`config.mk`:
```
export PLATFORM = sky130hd
export DESIGN_NAME = fc_ram_sched
export DESIGN_NICKNAME = d
export VERILOG_FILES = /design/src/rtl/fc_ram_pkg.sv /design/src/rtl/fc_ram_sched.sv
export SDC_FILE = /design/constraint.sdc
export NUM_CORES = 1
export LEC_CHECK = 0
export ABC_AREA = 1
export CORE_UTILIZATION = 40
export DETAILED_ROUTE_END_ITERATION = 8
export PLACE_DENSITY = 0.77
export RECOVER_POWER = 50
export REMOVE_ABC_BUFFERS = 1
export SKIP_CTS_REPAIR_TIMING = 1
export SLEW_MARGIN = 20
export SYNTH_ARGS = -nofsm -noshare
export SYNTH_HDL_FRONTEND = slang
export SYNTH_SLANG_ARGS = --single-unit
```
`constraint.sdc`:
```
create_clock -name clk -period 3.2 [get_ports clk]
set_input_delay 0.64 -clock clk [delete_from_list [all_inputs] [get_ports clk]]
set_output_delay 0.64 -clock clk [all_outputs]
set_load 0.01 [all_outputs]
```
`src/rtl/fc_ram_pkg.sv`:
```
// Shared definitions for the FC layer buffer RAM and its load/compute sequencer.
// Latency: n/a (types and constants only).
// Backpressure: n/a.
//
// Contents:
//   fc_ram_state_t - sequencer FSM state encoding
//   FC_RAM_DEEP    - default buffer depth in words, shared with the RAM instance
//   FC_DWIDTH      - default buffer word width
`timescale 1ns/1ps

package fc_ram_pkg;

  typedef enum logic [1:0] {
    ST_IDLE  = 2'd0,
    ST_LOAD  = 2'd1,
    ST_READ  = 2'd2,
    ST_FLUSH = 2'd3
  } fc_ram_state_t;

  localparam int FC_RAM_DEEP = 40;
  localparam int FC_DWIDTH   = 16;

endpackage

```
`src/rtl/fc_ram_sched.sv`:
```
// Load/compute sequencer for the FC layer dual-port buffer RAM.
// Latency: load writes in the accept cycle; read word k returns 1 cycle after its issue, done 1 cycle after the last word.
// Backpressure: s_ready drops only when rd_start wins in IDLE or outside IDLE/LOAD; the read stream has none.
//
// Ports:
//   clk, rst                         - clock, async active-high reset
//   s_valid/s_ready/s_data/s_last    - load word stream (port A writes)
//   rd_start/rd_base/rd_len          - read command, sampled only in IDLE
//   busy, done                       - FSM not idle; one-cycle end-of-read pulse
//   loaded_cnt, ovf                  - words stored by the last burst; sticky burst overflow
//   m_valid/m_data/m_last            - read stream to the MAC datapath
//   ram_wea/ram_addra/ram_dina/ram_rea - RAM port A (write only)
//   ram_reb/ram_addrb/ram_web        - RAM port B (read only)
//   ram_doutb/ram_dvalidb            - RAM port B return, one-cycle latency
`timescale 1ns/1ps

module fc_ram_sched
  import fc_ram_pkg::*;
#(
  parameter int RAM_DEEP = FC_RAM_DEEP,
  parameter int DWIDTH   = FC_DWIDTH,
  parameter int AWIDTH   = $clog2(RAM_DEEP)
) (
  input  logic              clk,
  input  logic              rst,
  input  logic              s_valid,
  output logic              s_ready,
  input  logic [DWIDTH-1:0] s_data,
  input  logic              s_last,
  input  logic              rd_start,
  input  logic [AWIDTH-1:0] rd_base,
  input  logic [AWIDTH:0]   rd_len,
  output logic              busy,
  output logic              done,
  output logic [AWIDTH:0]   loaded_cnt,
  output logic              ovf,
  output logic              m_valid,
  output logic [DWIDTH-1:0] m_data,
  output logic              m_last,
  output logic              ram_wea,
  output logic [AWIDTH-1:0] ram_addra,
  output logic [DWIDTH-1:0] ram_dina,
  output logic              ram_rea,
  output logic              ram_reb,
  output logic [AWIDTH-1:0] ram_addrb,
  output logic              ram_web,
  input  logic [DWIDTH-1:0] ram_doutb,
  input  logic              ram_dvalidb
);

  localparam logic [AWIDTH:0]   DEEP_W = (AWIDTH+1)'(RAM_DEEP);
  localparam logic [AWIDTH:0]   ONE_W  = (AWIDTH+1)'(1);
  localparam logic [AWIDTH-1:0] LAST_A = AWIDTH'(RAM_DEEP - 1);

  fc_ram_state_t     r_state;
  logic [AWIDTH:0]   r_wr_ptr;
  logic [AWIDTH:0]   r_loaded_cnt;
  logic              r_ovf;
  logic [AWIDTH-1:0] r_rd_addr;
  logic [AWIDTH:0]   r_rd_idx;
  logic [AWIDTH:0]   r_rd_len;
  logic              r_done;

  logic              w_idle;
  logic              w_load;
  logic              w_beat;
  logic              w_wr_en;
  logic [AWIDTH-1:0] w_wr_addr;
  logic [AWIDTH:0]   w_len_clamp;
  logic [AWIDTH:0]   w_base_ext;
  logic [AWIDTH-1:0] w_base_norm;
  logic              w_rd_live;

  assign w_idle = (r_state == ST_IDLE);
  assign w_load = (r_state == ST_LOAD);

  // rst is folded in so every output reads 0 while reset is held.
  assign s_ready = !rst && ((w_idle && !rd_start) || w_load);
  assign w_beat  = s_valid && s_ready;

  // The first beat of a burst is taken in IDLE and always lands at address 0;
  // beats past the end of the RAM are accepted but dropped.
  assign w_wr_en   = w_beat && (w_idle || (r_wr_ptr < DEEP_W));
  assign w_wr_addr = w_idle ? '0 : r_wr_ptr[AWIDTH-1:0];

  assign w_len_clamp = (rd_len > DEEP_W) ? DEEP_W : rd_len;
  assign w_base_ext  = {1'b0, rd_base};
  assign w_base_norm = (w_base_ext >= DEEP_W) ? AWIDTH'(w_base_ext - DEEP_W) : rd_base;

  assign ram_wea   = w_wr_en;
  assign ram_addra = w_wr_en ? w_wr_addr : '0;
  assign ram_dina  = w_wr_en ? s_data : '0;
  assign ram_rea   = 1'b0;
  assign ram_web   = 1'b0;

  assign ram_reb   = !rst && (r_state == ST_READ);
  assign ram_addrb = ram_reb ? r_rd_addr : '0;

  // Returns are only meaningful while a command is in flight; anything that
  // arrives in IDLE (e.g. the tail of a read cut off by reset) is masked.
  assign w_rd_live = !rst && ((r_state == ST_READ) || (r_state == ST_FLUSH));
  assign m_valid   = w_rd_live && ram_dvalidb;
  assign m_data    = m_valid ? ram_doutb : '0;
  // Issues are back-to-back, so the only return seen in FLUSH is the final word.
  assign m_last    = m_valid && (r_state == ST_FLUSH);

  assign busy       = !w_idle;
  assign done       = r_done;
  assign loaded_cnt = r_loaded_cnt;
  assign ovf        = r_ovf;

  always_ff @(posedge clk or posedge rst) begin
    if (rst) begin
      r_state      <= ST_IDLE;
      r_wr_ptr     <= '0;
      r_loaded_cnt <= '0;
      r_ovf        <= 1'b0;
      r_rd_addr    <= '0;
      r_rd_idx     <= '0;
      r_rd_len     <= '0;
      r_done       <= 1'b0;
    end else begin
      r_done <= 1'b0;
      case (r_state)
        ST_IDLE: begin
          if (rd_start) begin
            if (rd_len == '0) begin
              r_done <= 1'b1;
            end else begin
              r_rd_addr <= w_base_norm;
              r_rd_len  <= w_len_clamp;
              r_rd_idx  <= '0;
              r_state   <= ST_READ;
            end
          end else if (s_valid) begin
            r_wr_ptr <= ONE_W;
            r_ovf    <= 1'b0;
            if (s_last) begin
              r_loaded_cnt <= ONE_W;
            end else begin
              r_state <= ST_LOAD;
            end
          end
        end

        ST_LOAD: begin
          if (w_beat) begin
            if (w_wr_en) begin
              r_wr_ptr <= r_wr_ptr + ONE_W;
            end else begin
              r_ovf <= 1'b1;
            end
            if (s_last) begin
              r_loaded_cnt <= w_wr_en ? (r_wr_ptr + ONE_W) : r_wr_ptr;
              r_state      <= ST_IDLE;
            end
          end
        end

        ST_READ: begin
          r_rd_addr <= (r_rd_addr == LAST_A) ? '0 : (r_rd_addr + AWIDTH'(1));
          r_rd_idx  <= r_rd_idx + ONE_W;
          if (r_rd_idx == (r_rd_len - ONE_W)) begin
            r_state <= ST_FLUSH;
          end
        end

        ST_FLUSH: begin
          r_state <= ST_IDLE;
          r_done  <= 1'b1;
        end

        default: r_state <= ST_IDLE;
      endcase
    end
  end

endmodule

```
# After elaboration in Yosys (flattened, before gate mapping)
# Index checks and enable logic that the tools add are counted.
# W data, S select, Z words.
dict set report totals {
  ff_bits 38
  output_inout_bits 61
  input_bits 51
  word_cells 99
}
dict set report classes {
  magnitude_cmp 3
  n_eq_ne 17
  reduce_logical 24
  bitwise 1
  muxes 41
  add_sub_neg 5
}
# operator count
set ops {}
lappend ops {{$mux W7} 12}
lappend ops {{$mux W6} 7}
lappend ops {{$pmux W7 S2} 3}
lappend ops {{$mux W16} 2}
lappend ops {{$add A7 B1 Y7 const B} 2}
lappend ops {{$mux W2} 7}
lappend ops {{$ne A2 B2 Y1 const B} 7}
lappend ops {{$pmux W6 S2} 1}
lappend ops {{$reduce_and A6 Y1} 2}
lappend ops {{$ne A3 B3 Y1 const B} 3}
lappend ops {{$logic_and A1 B1 Y1} 8}
lappend ops {{$pmux W2 S4} 1}
lappend ops {{$eq A7 B7 Y1} 1}
lappend ops {{$gt A7 B6 Y1 const B} 1}
lappend ops {{$logic_not A7 Y1} 1}
lappend ops {{$lt A7 B6 Y1 const B} 1}
lappend ops {{$sub A7 B1 Y7 const B} 1}
lappend ops {{$add A6 B1 Y6 const B} 1}
lappend ops {{$eq A6 B6 Y1 const B} 1}
lappend ops {{$ge A6 B6 Y1 const B} 1}
lappend ops {{$mux W1} 6}
lappend ops {{$reduce_and A3 Y1} 2}
lappend ops {{$sub A6 B6 Y6 const B} 1}
lappend ops {{$reduce_and A5 Y1} 1}
lappend ops {{10 further kinds} 18}

# Depth between registers and ports, before layout
dict set report depth {
  word_depth 10
  depth_mapped 14
  depth_no_buf 14
}

# Least setup slack after synthesis
# Ideal clock, no wire load.
dict set report synth_timing {
  path_kind {input to register}
  start {input port rst}
  end {register r_loaded_cnt[1], in the netlist loaded_cnt[1]}
  arrival_ns 2.222
  setup_slack_ns 0.857
  t_required_ns 3.079
  setup_time_ns 0.121
  path_buffers 1
  cell_stages 9
  cell_sequence {inv_1 > a21oi_1 > inv_1 > nand2_4 > nor2_4 > inv_2 > buf_6 > nand2_1 > o21ai_1}
}
dict set report synth_between {
  elab_chain_cells 8
  elab_cells_between_ends 10
  cone_classes {eq/ne (1); mux (4); reduce/logical (5)}
}
# item line_no
set synth_lines {}
lappend synth_lines {{from (decl)} fc_ram_sched.sv:25} ;# input logic rst,
lappend synth_lines {{$logic_not A1 Y1 (no source line) (*)} n/a}
lappend synth_lines {{$logic_and A1 B1 Y1 (*)} fc_ram_sched.sv:78} ;# assign s_ready = !rst && ((w_idle && !rd_start) || w_load);
lappend synth_lines {{$logic_and A1 B1 Y1 (*)} fc_ram_sched.sv:79} ;# assign w_beat = s_valid && s_ready;
lappend synth_lines {{$logic_and A1 B1 Y1} fc_ram_sched.sv:83} ;# assign w_wr_en = w_beat && (w_idle || (r_wr_ptr < DEEP_W));
lappend synth_lines {{$mux W7} n/a}
lappend synth_lines {{$mux W7} fc_ram_sched.sv:153} ;# if (s_last) begin
lappend synth_lines {{$mux W7} fc_ram_sched.sv:147} ;# if (w_beat) begin
lappend synth_lines {{$pmux W7 S2} fc_ram_sched.sv:124} ;# case (r_state)
lappend synth_lines {{to (signal assigned)} fc_ram_sched.sv:154} ;# r_loaded_cnt <= w_wr_en ? (r_wr_ptr + ONE_W) : r_wr_ptr;
lappend synth_lines {{to (decl)} fc_ram_sched.sv:57} ;# logic [AWIDTH:0] r_loaded_cnt;
# Every way passes the cells marked *; elsewhere a longest branch is shown, timed or not. The select of a mux whose other input is x is not followed.
# A chain may end at the register's enable or synchronous reset.

# Worst setup path in the final report
dict set report layout_timing {
  start {input port rd_start}
  end {output port ram_dina[6]}
}
dict set report layout_between {
  elab_chain_cells 7
}
# item line_no
set layout_lines {}
lappend layout_lines {{from (decl)} fc_ram_sched.sv:30} ;# input logic rd_start,
lappend layout_lines {{$logic_not A1 Y1} fc_ram_sched.sv:78}
lappend layout_lines {{$logic_and A1 B1 Y1} fc_ram_sched.sv:78}
lappend layout_lines {{$logic_or A1 B1 Y1} fc_ram_sched.sv:78}
lappend layout_lines {{$logic_and A1 B1 Y1} fc_ram_sched.sv:78}
lappend layout_lines {{$logic_and A1 B1 Y1} fc_ram_sched.sv:79}
lappend layout_lines {{$logic_and A1 B1 Y1} fc_ram_sched.sv:83}
lappend layout_lines {{$mux W16} fc_ram_sched.sv:92} ;# assign ram_dina = w_wr_en ? s_data : '0;
lappend layout_lines {{to (decl)} fc_ram_sched.sv:42} ;# output logic [DWIDTH-1:0] ram_dina,
# No other way between the ends.

==> flow_summary.ini <==
[sta]
fin_crit_sh_pct = 96.57
finalHoldViolCount = 0
slew_headroom_pct = 36.57
period_minus_slack_ns = 3.090
setup_viol = 0
tightest_slew_ns = 0.9515
finClkSkew_ns = 0.003851
fmax_ghz = 0.3236
slew_viol_final = 0

[floorplan]
io_pins = 112
initial_core_util_pct = 41.64
die_x_um = 86.10
core_mm2 = 0.006794
fp-row-count = 30
die-area_mm2 = 0.007412
dieHeight_um = 86.10

[global_route]
grt-ovfl-total = 0
track_usage_pct = 21.49
grt_pass1_vias = 3035
grt_start_max_net_pins = 39
grt_antenna_before_repair = 0
grt_pass1_wl_um = 12850

[critical_path]
crit_fanout = 16
path_delay_family = buffers and inverters
crit_path_end_kind = primary output
path_class = in -> out
crit_path_start_kind = input port
cp_slowest_cell = clkdlybuf4s50_1
crit_arrival_ns = 2.45
critPathBufInv = 4
crit_path_frequent_cell = clkdlybuf4s50_1
cp.required_ns = 2.56
slowest_delay_ns = 0.55
cp_cell_sequence = clkdlybuf4s50_1 -> inv_2 -> nand2_1 -> a21oi_4 -> nand3_4 -> buf_6 -> nor2_1 -> clkdlybuf4s50_1

[yosys]
synth_edf_count = 0
synth_area_per_cell_um2 = 6.594
yosysWarnings = 0
synth_ff_type = dfrtp_1
syn_inst = 429
ys_seq_area_share_pct = 33.61
async_reset_ff_share_pct = 100.0
ys_seq_elements = 38
syn_area_mm2 = 0.002829
synth.distinct_cells = 33

[placement]
dp_hpwl_um = 5894
port_buffers = 109
gp_congestion = 0.8028
post-place-cells = 630

[power_and_ir_drop]
p_leak_nw = 2.087
pwr_density_cell_mw_per_mm2 = 574.9
ir_drop_mv = 0.2528

[min_path]
hp-class = reg -> reg

[routing]
drc = 0
drt_wl_total_um = 7632
vias_per_cell = 4.781
num_vias = 3060
drtIter0Drc = 66
wire_per_inst_um = 11.93
antenna_left = 0
first_pass_iters = 4

[clocking]
cts_tree = done
root_buffer = clkbuf_8
numCtsBuffers = 5
clk_latency_ns = 0.29
clock-sinks = 38
clk_path_buf_depth = 2
path_clk_slew_ns = 0.07
cts.htree.levels = 2

[layout]
final_nets = 605
regArea_um2 = 950.9
postLayoutCoreUtil_pct = 60.50
diodes = 0
drive_gt1_share_pct = 5.331
final.fill_count = 611
fin_cells = 640
multiInputGateArea_mm2 = 0.001453
area_delta_synth_final_pct = 45.29

[run_status]
status = finished clean

[flow_run]
drv_cap = 0
==> sequential cells by signal, indices dropped and copies added, names as in the netlist <==
name and flops:
r_state 2, r_rd_idx 7, done 1, ovf 1, loaded_cnt 7, r_rd_addr 6
r_wr_ptr 7, r_rd_len 7
==> layout make-up <==
cell class	count	share of cell area, %
clock inverters	2	0.2435
multi-input cells	292	35.34
flip-flops and latches	38	23.14
repair buffers	120	28.74
clock buffers	5	1.674
inverters	87	7.945
well taps	96	2.922
==> per-stage QoR <==
stage,instance area [µm²],power (mW),setup slack (ns),hold WS [ns],TNS (ns)
6_report,4110,2.363,0.1096,0.4788,0
3_5_place_dp,3998,2.069,-0.0002667,0.4690,-0.0003544
5_1_grt,4110,2.580,-0.008275,0.5140,-0.01167
4_1_cts,4076,2.395,-0.02056,0.4891,-0.03444
2_1_floorplan,2719,1.544,0.6591,0.4901,0
3_3_place_gp,3998,2.028,0.02711,0.4731,0
==> Yosys cell counts, types with 4 or more instances <==
library cell	number	area share [%]
nand2_1	88	12
inv_1	82	11
nor2_1	69	9.2
dfrtp_1	38	34
nand3_1	30	5.3
o21ai_1	22	3.9
a21oi_1	12	2.1
o21ai_0	12	2.1
nor3_1	11	1.9
ha_1	10	4.4
nand4_1	8	1.8
xor2_1	8	2.5
buf_6	6	2.4
inv_2	5	0.66
a31oi_1	4	0.88
==> placed cells by master (no fill, tap or decap), drive strengths merged <==
cell type      count
clkdlybuf4s50     96
nand2             91
inv               87
nor2              70
dfrtp             38
o21ai             35
nand3             32
a21oi             13
nor3              13
ha                10
dlygate4sd3        9
buf                9
nand4              8
xor2               8
clkbuf             7
a31oi              4
dlymetal6s2s       4
conb               2
clkinv             2
mux2               1
o211ai             1
xnor2              1
a22oi              1
nand3b             1
a221oi             1
==> path summary, 6_finish.rpt <==
check	from	end	slack, ns	cells after the start
hold / removal	loaded_cnt[0]	loaded_cnt[0]	0.48	2
setup / recovery	rd_start	ram_dina[6]	0.11	8
min in group asynchronous	rst	r_wr_ptr[0]	1.20	3
hold reg to reg	loaded_cnt[0]	loaded_cnt[0]	0.48	2
setup reg to reg	r_state[1]	r_rd_idx[6]	0.59	8
max in group asynchronous	rst	r_rd_addr[1]	1.42	3
==> per-layer routing <==
metal | vias to the layer above | routed length, µm | track usage (%)
met2 | 87 | 3922 | 39.47
li1 | 1555 | - | -
met1 | 1401 | 3120 | 23.63
met3 | 17 | 412 | 5.294
met4 | 0 | 176 | 8.485
met5 | - | 0 | 0
==> worst min-delay path: cells and delay by family, from the launching register on <==
family | cells | cell delay, ns
DFF | 1 | 0.35
and+or+nand+nor | 2 | 0.10
==> power breakdown <==
| part | internal, mW | switching (mW) | leakage [nW] |
|---|---|---|---|
| registers | 0.619 | 0.121 | 0.498 |
| clock network | 0.146 | 0.172 | 0.0438 |
| logic | 0.529 | 0.776 | 1.54 |
==> cells by family (layout without fill, tap and decap cells) <==
group / Yosys count / in the layout / synth area share [%]
mux: 1 / 1 / 0.3980
other cells: 1 / 2 / 0.1326
fa+ha+maj: 10 / 10 / 4.423
buf+inv: 101 / 214 / 15.57
flops: 38 / 38 / 33.61
xor+xnor: 9 / 9 / 2.787
compound gates: 55 / 55 / 10.48
simple gates: 214 / 215 / 32.60
Note: power is estimated with default switching activity, not from simulation.
